### src/rtl/wb_pkg.sv
`default_nettype none
// ============================================================================
// Module      : wb_pkg
// Description : Shared definitions for the two-master Wishbone arbiter:
//               FSM state encoding, master index constants and default
//               bus widths.
// Revision    : 1.0 - initial release
// ============================================================================
package wb_pkg;

  localparam int unsigned C_DEFAULT_AW = 32;
  localparam int unsigned C_DEFAULT_DW = 32;

  // Master indices: data bus is master 0, instruction fetch is master 1.
  localparam logic M_D = 1'b0;
  localparam logic M_I = 1'b1;

  typedef enum logic [1:0] {
    IDLE  = 2'd0,
    OWN_D = 2'd1,
    OWN_I = 2'd2,
    ABORT = 2'd3
  } arb_state_t;

endpackage
`default_nettype wire

### src/rtl/wb_arb_watchdog.sv
`default_nettype none
// ============================================================================
// Module      : wb_arb_watchdog
// Description : 16-bit stall counter for the Wishbone arbiter. Counts bus
//               cycles in which the slave is strobed but does not
//               acknowledge; flags expiry when the count equals TIMEOUT.
// Revision    : 1.0 - initial release
// Ports       : clk_i      - system clock (rising edge)
//               rst_n_i    - asynchronous active-low reset
//               i_clear    - synchronous clear (not owning / slave ack)
//               i_inc      - count one unacknowledged strobe cycle
//               o_expired  - counter has reached TIMEOUT
// ============================================================================
module wb_arb_watchdog #(
  parameter int unsigned TIMEOUT = 255
) (
  input  logic clk_i,
  input  logic rst_n_i,
  input  logic i_clear,
  input  logic i_inc,
  output logic o_expired
);

  logic [15:0] r_cnt;

  always_ff @(posedge clk_i or negedge rst_n_i) begin
    if (!rst_n_i) begin
      r_cnt <= '0;
    end else if (i_clear) begin
      r_cnt <= '0;
    end else if (i_inc) begin
      r_cnt <= r_cnt + 16'd1;
    end
  end

  // The owner FSM leaves OWN on expiry, so the counter never wraps.
  assign o_expired = (r_cnt == 16'(TIMEOUT));

endmodule
`default_nettype wire

### src/rtl/wb_arbiter2.sv
`default_nettype none
// ============================================================================
// Module      : wb_arbiter2
// Description : Two-master to one-slave Wishbone arbiter. Master 0 is the
//               CPU data bus, master 1 the instruction-fetch bus. The grant
//               is registered and held for a whole bus cycle; ties are broken
//               round-robin, data first after reset.
//               Optional watchdog: define WB_ARB_TIMEOUT_EN to terminate
//               cycles the slave never acknowledges (err_o pulse + ABORT).
// Revision    : 1.0 - initial release
// Ports       : clk_i, rst_n_i          - clock, async active-low reset
//               m{0,1}_cyc/stb/we/sel/adr/dat_i - master requests
//               m{0,1}_dat/ack/err_o    - master responses
//               s_cyc/stb/we/sel/adr/dat_o - slave request
//               s_dat_i, s_ack_i        - slave response
// ============================================================================
module wb_arbiter2
  import wb_pkg::*;
#(
  parameter int unsigned AW      = C_DEFAULT_AW,
  parameter int unsigned DW      = C_DEFAULT_DW,
  parameter int unsigned TIMEOUT = 255
) (
  input  logic            clk_i,
  input  logic            rst_n_i,
  input  logic            m0_cyc_i,
  input  logic            m0_stb_i,
  input  logic            m0_we_i,
  input  logic [DW/8-1:0] m0_sel_i,
  input  logic [AW-1:0]   m0_adr_i,
  input  logic [DW-1:0]   m0_dat_i,
  output logic [DW-1:0]   m0_dat_o,
  output logic            m0_ack_o,
  output logic            m0_err_o,
  input  logic            m1_cyc_i,
  input  logic            m1_stb_i,
  input  logic            m1_we_i,
  input  logic [DW/8-1:0] m1_sel_i,
  input  logic [AW-1:0]   m1_adr_i,
  input  logic [DW-1:0]   m1_dat_i,
  output logic [DW-1:0]   m1_dat_o,
  output logic            m1_ack_o,
  output logic            m1_err_o,
  output logic            s_cyc_o,
  output logic            s_stb_o,
  output logic            s_we_o,
  output logic [DW/8-1:0] s_sel_o,
  output logic [AW-1:0]   s_adr_o,
  output logic [DW-1:0]   s_dat_o,
  input  logic [DW-1:0]   s_dat_i,
  input  logic            s_ack_i
);

  arb_state_t r_state, w_state_nxt;
  logic       r_last, w_last_nxt;
  logic       w_own_d, w_own_i, w_own;
  logic       w_expired, w_timeout;

  assign w_own_d = (r_state == OWN_D);
  assign w_own_i = (r_state == OWN_I);
  assign w_own   = w_own_d | w_own_i;

  // Slave side is a pure pass-through of the owner; all zero otherwise,
  // which also covers IDLE, ABORT and the instant an async reset lands.
  always_comb begin
    s_cyc_o = 1'b0;
    s_stb_o = 1'b0;
    s_we_o  = 1'b0;
    s_sel_o = '0;
    s_adr_o = '0;
    s_dat_o = '0;
    if (w_own_d) begin
      s_cyc_o = m0_cyc_i;
      s_stb_o = m0_stb_i;
      s_we_o  = m0_we_i;
      s_sel_o = m0_sel_i;
      s_adr_o = m0_adr_i;
      s_dat_o = m0_dat_i;
    end else if (w_own_i) begin
      s_cyc_o = m1_cyc_i;
      s_stb_o = m1_stb_i;
      s_we_o  = m1_we_i;
      s_sel_o = m1_sel_i;
      s_adr_o = m1_adr_i;
      s_dat_o = m1_dat_i;
    end
  end

  assign m0_dat_o = s_dat_i;
  assign m1_dat_o = s_dat_i;
  assign m0_ack_o = w_own_d & s_ack_i;
  assign m1_ack_o = w_own_i & s_ack_i;

  // A late ack in the expiry cycle wins over the timeout.
  assign w_timeout = w_own & w_expired & ~s_ack_i;
  assign m0_err_o  = w_own_d & w_timeout;
  assign m1_err_o  = w_own_i & w_timeout;

`ifdef WB_ARB_TIMEOUT_EN
  logic w_owner_cyc;

  // In ABORT, r_last already names the master whose cycle was killed.
  assign w_owner_cyc = (r_last == M_I) ? m1_cyc_i : m0_cyc_i;

  wb_arb_watchdog #(
    .TIMEOUT (TIMEOUT)
  ) u_watchdog (
    .clk_i     (clk_i),
    .rst_n_i   (rst_n_i),
    .i_clear   (~w_own | s_ack_i),
    .i_inc     (s_stb_o & ~s_ack_i),
    .o_expired (w_expired)
  );
`else
  logic w_unused_timeout;
  assign w_unused_timeout = (TIMEOUT != 0);
  assign w_expired        = 1'b0;
`endif

  always_comb begin
    w_state_nxt = r_state;
    w_last_nxt  = r_last;
    case (r_state)
      IDLE: begin
        if (m0_cyc_i && m1_cyc_i) begin
          w_state_nxt = (r_last == M_I) ? OWN_D : OWN_I;
        end else if (m0_cyc_i) begin
          w_state_nxt = OWN_D;
        end else if (m1_cyc_i) begin
          w_state_nxt = OWN_I;
        end
      end
      OWN_D: begin
        if (w_timeout) begin
          w_state_nxt = ABORT;
          w_last_nxt  = M_D;
        end else if (!m0_cyc_i) begin
          w_state_nxt = IDLE;
          w_last_nxt  = M_D;
        end
      end
      OWN_I: begin
        if (w_timeout) begin
          w_state_nxt = ABORT;
          w_last_nxt  = M_I;
        end else if (!m1_cyc_i) begin
          w_state_nxt = IDLE;
          w_last_nxt  = M_I;
        end
      end
`ifdef WB_ARB_TIMEOUT_EN
      ABORT: begin
        if (!w_owner_cyc) begin
          w_state_nxt = IDLE;
        end
      end
`endif
      default: w_state_nxt = IDLE;
    endcase
  end

  always_ff @(posedge clk_i or negedge rst_n_i) begin
    if (!rst_n_i) begin
      r_state <= IDLE;
      r_last  <= M_I;
    end else begin
      r_state <= w_state_nxt;
      r_last  <= w_last_nxt;
    end
  end

endmodule
`default_nettype wire

### config.mk
export PLATFORM = sky130hd
export DESIGN_NAME = wb_arbiter2
export DESIGN_NICKNAME = d
export VERILOG_FILES = /design/src/rtl/wb_pkg.sv /design/src/rtl/wb_arb_watchdog.sv /design/src/rtl/wb_arbiter2.sv
export SDC_FILE = /design/constraint.sdc
export NUM_CORES = 1
export LEC_CHECK = 0
export CAP_MARGIN = 20
export CORE_AREA = 2 2 121 123
export DETAILED_ROUTE_END_ITERATION = 16
export DIE_AREA = 0 0 123 125
export GPL_TIMING_DRIVEN = 0
export PLACE_DENSITY = 0.63
export RECOVER_POWER = 25
export SKIP_CTS_REPAIR_TIMING = 1
export SLEW_MARGIN = 25
export SYNTH_ARGS = -nofsm -noshare
export SYNTH_HDL_FRONTEND = slang
export SYNTH_HIERARCHICAL = 1
export SYNTH_SLANG_ARGS = --single-unit
### constraint.sdc
create_clock -name clk_i -period 1.75 [get_ports clk_i]
set_input_delay 0.4375 -clock clk_i [delete_from_list [all_inputs] [get_ports clk_i]]
set_output_delay 0.4375 -clock clk_i [all_outputs]
set_load 0.005 [all_outputs]
After elaboration in Yosys (flattened, before gate mapping)
Cells that the tools add are included.

storage, ports and cells
  register bits = 3
  input port bits = 177
  output and inout bits = 139

cells by class
  eq/ne operators = 5
  mux-type cells = 22
  bitwise gates (word level) = 2
  reduce and logical (&&, ||, !) cells = 5

operators by type and width
  operator              count
  $mux W32              4
  $mux W2               6
  $mux W1               8
  $mux W4               2
  $pmux W2 S3           1
  $reduce_and A3 Y1     2
  $ne A2 B2 Y1 const B  2
  $ne A4 B4 Y1 const B  1
  $and A1 B1 Y1         2
  $eq A2 B1 Y1 const B  1
  $eq A2 B2 Y1 const B  1
  $logic_not A2 Y1      1
  $pmux W1 S2           1
  $reduce_bool A2 Y1    1
  $logic_and A1 B1 Y1   1

Logic depth before layout (Yosys ltp)
  word-level depth = 4
  depth in mapped cells = 4

Worst setup path after synthesis
No wires, ideal clock.

  kind = flip-flop to output port
  start point = reg r_state[1]
  end point = out s_adr_o[10]
  arrival time = 1.054 ns
  path slack = 0.259 ns
  stages on the path, launching flop included = 5
  path buffers = 2
  cells stage by stage = dfrtp_1 > nor2b_2 > buf_6 > buf_2 > a22o_1

between the ends
  longest elaborated chain between the ends = 3
  elaborated cells on any way between the ends = 4
  those cells by class = eq/ne (2); mux (2)

RTL lines
  element                 RTL line            RTL
  from (decl)             wb_arbiter2.sv:54   arb_state_t r_state, w_state_nxt;
  from (signal assigned)  wb_arbiter2.sv:167  r_state <= w_state_nxt;
  $eq A2 B2 Y1            wb_arbiter2.sv:60   assign w_own_i = (r_state == OWN_I);
  $mux W32                wb_arbiter2.sv:79   end else if (w_own_i) begin
  $mux W32 *              wb_arbiter2.sv:72   if (w_own_d) begin
  to (decl)               wb_arbiter2.sv:48   output logic [AW-1:0] s_adr_o,

Mark *: on every way between the ends. The rest lies on a longest branch, timed or not.

Worst setup path after layout
  start point = reg r_state[1]
  end point = out s_dat_o[15]

between the ends
  longest elaborated chain between the ends = 3
  elaborated cells on any way between the ends = 4
  those cells by class = eq/ne (2); mux (2)

RTL lines
  element       RTL line           RTL
  $eq A2 B2 Y1  wb_arbiter2.sv:60
  $mux W32      wb_arbiter2.sv:79
  $mux W32 *    wb_arbiter2.sv:72
  to (decl)     wb_arbiter2.sv:49  output logic [DW-1:0] s_dat_o,

Marks and branches as above.

==> reports/qor.txt <==
============================================================================
Final Hold Vio Count                                                       0
Via count                                                               2512
Yosys Warn Count                                                           6
Required time of the worst setup path                                1310 ps
Antenna violations before repair                                           0
FF+latch count, synth                                                      3
Seq/Total Area, Yosys                                                  5.53%
Worst supply voltage drop on vdd                                    0.414 mV
Number of cells produced by synthesis                                    169
Final worst clock skew                                               1.92 ps
Number of cells in the finished layout apart from fillers                671
Average instance area after synthesis                               8.17 µm²
Violations in the final reports                                 setup timing
Global-route wire length before repair                              11800 µm
Sequential group share of total power                                   4.8%
Total overflow reported by the global router                               0
Total Wirelength                                                     9080 µm
Total of fill cells in the finished design                              1495
Number of H-tree levels                                                    1
Total buffers and inverters traversed by the critical path                 6
Clock insertion delay at the later pin of the skew report             220 ps
Final nets                                                               665
Count of input and output buffers                                        281
Leakage power                                                     0.00221 µW
Clk network pwr share                                                  16.9%
Crit Path Max Fanout                                                       8
Critical path's largest stage delay                                   410 ps
Die span in y                                                         125 µm
Critical Path AT                                                     1750 ps
Overall Global Routing Usage                                           9.57%
CTS clock-pin slew for the worst setup and hold paths                  30 ps
Final setup vio count                                                     72
Die Area                                                           15400 µm²
Iteration count of the initial detailed-routing pass                       4
Startpoint kind of the worst setup timing path                      register
DR iter-0 viols                                                           34
Unique masters post-synth                                                 15
Unrepaired setup endpoints after global routing                         true
Ratio of routed vias to standard cells                                  3.74
Cell total after placement                                               635
Worst setup margin                                                   -435 ps
Total Power                                                          2140 µW
Master cell of the clock root buffer                            sky130_fd_sc_hd__clkbuf_16
Smallest hold slack                                                   471 ps
Clock sink total                                                           3
Critical path, cell by cell                                     nor2b_4, buf_12, buf_12, buf_8, buf_4, buf_6, a22o_1, buf_2
Die Span X                                                            123 µm
Switching power of the nets                                           616 µW
Global placer's final weighted congestion                              0.701
Total standard cell area after synthesis                            1380 µm²
CTS tree                                                               built
Vias in the first global route                                          2387
DRC Markers                                                                0
Minimum clock period after layout                                    2190 ps
Outcome                                                         finished, violations left
Io pins                                                                  316
Share of the clock period used by the worst path after layout           125%
Pwr dens                                                          459 nW/µm²
Peak clock frequency supported by timing                             458 MHz
Most frequent cell on the critical path                         sky130_fd_sc_hd__buf_12
DPL Wire Length                                                      7430 µm
Number of inserted diodes                                                  0
Register area                                                       76.3 µm²
Initial Util                                                           9.72%
Internal Power                                                       1520 µW
Max Cap Violations                                                         0
Net Sw Frac                                                            28.9%
HP Class                                                        primary input to async pin
Wire per inst                                                        13.5 µm
Maximum number of pins on one net before global-route repair              11
Routed Antenna Nets                                                        0
Core Footprint                                                     14200 µm²
Number of cell rows                                                       44
Total CTS buffers                                                          3
Critical path's slowest cell                                    sky130_fd_sc_hd__dfrtp_1
Layout cell share with drive strength beyond 1                         39.8%
Gate power share                                                       78.3%
Family with the most delay on the worst path                    buffers and inverters
Synthesis-to-finish area growth                                         237%
Total area of multi-input combinational cells                        719 µm²
Final number of max-transition violations                                  0
Utilization of the core after routing                                  32.7%
Critical Setup Path Class                                       register to primary output
Worst Setup End Kind                                            primary output
Buffers from clock root to sink, at most                                   2
============================================================================
## power groups by stage
stage	Clock (µW)	Sequential [µW]	Combinational (µW)
6_report	361	103	1670
5_1_grt	375	105	1790
4_1_cts	367	102	1610
3_5_place_dp	0	102	1610
3_3_place_gp	0	100	1600
2_1_floorplan	0	98.4	562
## registers in the layout, summed over array words and instances (netlist names)
name,flops
r_last,1
r_state,2
## final cells by class
type / count / share of cell area [%]
Buffer: 82 / 15.8
Tap cell: 184 / 4.95
Timing Repair Buffer: 313 / 60.4
Clock buffer: 4 / 1.70
Inverter: 1 / 0.0807
Multi-Input combinational cell: 84 / 15.5
Sequential cell: 3 / 1.64
## Yosys cell counts
master	instances	area share (%)
sky130_fd_sc_hd__a21oi_1	2	0.73
sky130_fd_sc_hd__a22o_1	71	45
sky130_fd_sc_hd__and2_1	2	0.91
sky130_fd_sc_hd__buf_2	5	1.8
sky130_fd_sc_hd__buf_4	76	41
sky130_fd_sc_hd__buf_6	1	0.82
sky130_fd_sc_hd__conb_1	1	0.27
sky130_fd_sc_hd__dfrtp_1	2	3.6
sky130_fd_sc_hd__dfstp_2	1	1.9
sky130_fd_sc_hd__inv_1	1	0.27
sky130_fd_sc_hd__nand2b_1	1	0.45
sky130_fd_sc_hd__nor2b_1	2	0.91
sky130_fd_sc_hd__nor2b_2	1	0.63
sky130_fd_sc_hd__o21a_1	1	0.54
sky130_fd_sc_hd__o21ai_0	2	0.73
## logic make-up after synthesis
kind of cell | Yosys count | share of synthesized area [%]
flops | 3 | 5.53
simple gates | 6 | 2.90
other cells | 1 | 0.272
compound gates | 76 | 47.1
buf+inv | 83 | 44.2
## metal layers
| metal | vias up | GRT usage, % | part of all wire [%] |
|---|---|---|---|
| met5 | - | 0 | 0 |
| met4 | 0 | 1.20 | 0.32 |
| met3 | 2 | 2.97 | 12 |
| met2 | 169 | 20.5 | 55 |
| met1 | 1132 | 8.55 | 33 |
| li1 | 1209 | - | - |
## layout by cell type (no fill, tap or decap), types with 3 or more instances in the layout
cell and instances:
sky130_fd_sc_hd__clkdlybuf4s50_1 194, sky130_fd_sc_hd__buf_4 82, sky130_fd_sc_hd__a22o_1 71, sky130_fd_sc_hd__clkbuf_2 40
sky130_fd_sc_hd__buf_2 30, sky130_fd_sc_hd__buf_6 18, sky130_fd_sc_hd__dlygate4sd3_1 13, sky130_fd_sc_hd__buf_8 11
sky130_fd_sc_hd__clkbuf_16 5, sky130_fd_sc_hd__nor2b_4 3, sky130_fd_sc_hd__buf_12 3
## per-stage QoR
step                      setup WS (ps)  TNS, ps  cell area [µm²]
final                              -435   -13260             4650
after global routing               -487   -16890             4650
after CTS                          -711   -46620             4510
after detailed placement           -494   -29380             4430
after global placement             -453   -27340             4430
after floorplan                     259        0             1380
## final timing paths
kind | start | end | slack [ps] | depth (start not counted)
worst max-delay path | r_state[1] | s_dat_o[15] | -440 | 8
worst min-delay path | rst_n_i | r_state[1] | 470 | 1
worst max register to register | r_state[1] | r_last | 730 | 4
worst min register to register | r_last | r_last | 520 | 2
max in group asynchronous | rst_n_i | r_last | 1050 | 1
min in group clk_i | m0_cyc_i | r_last | 520 | 3
No activity file was read; power rests on OpenSTA's default activity.
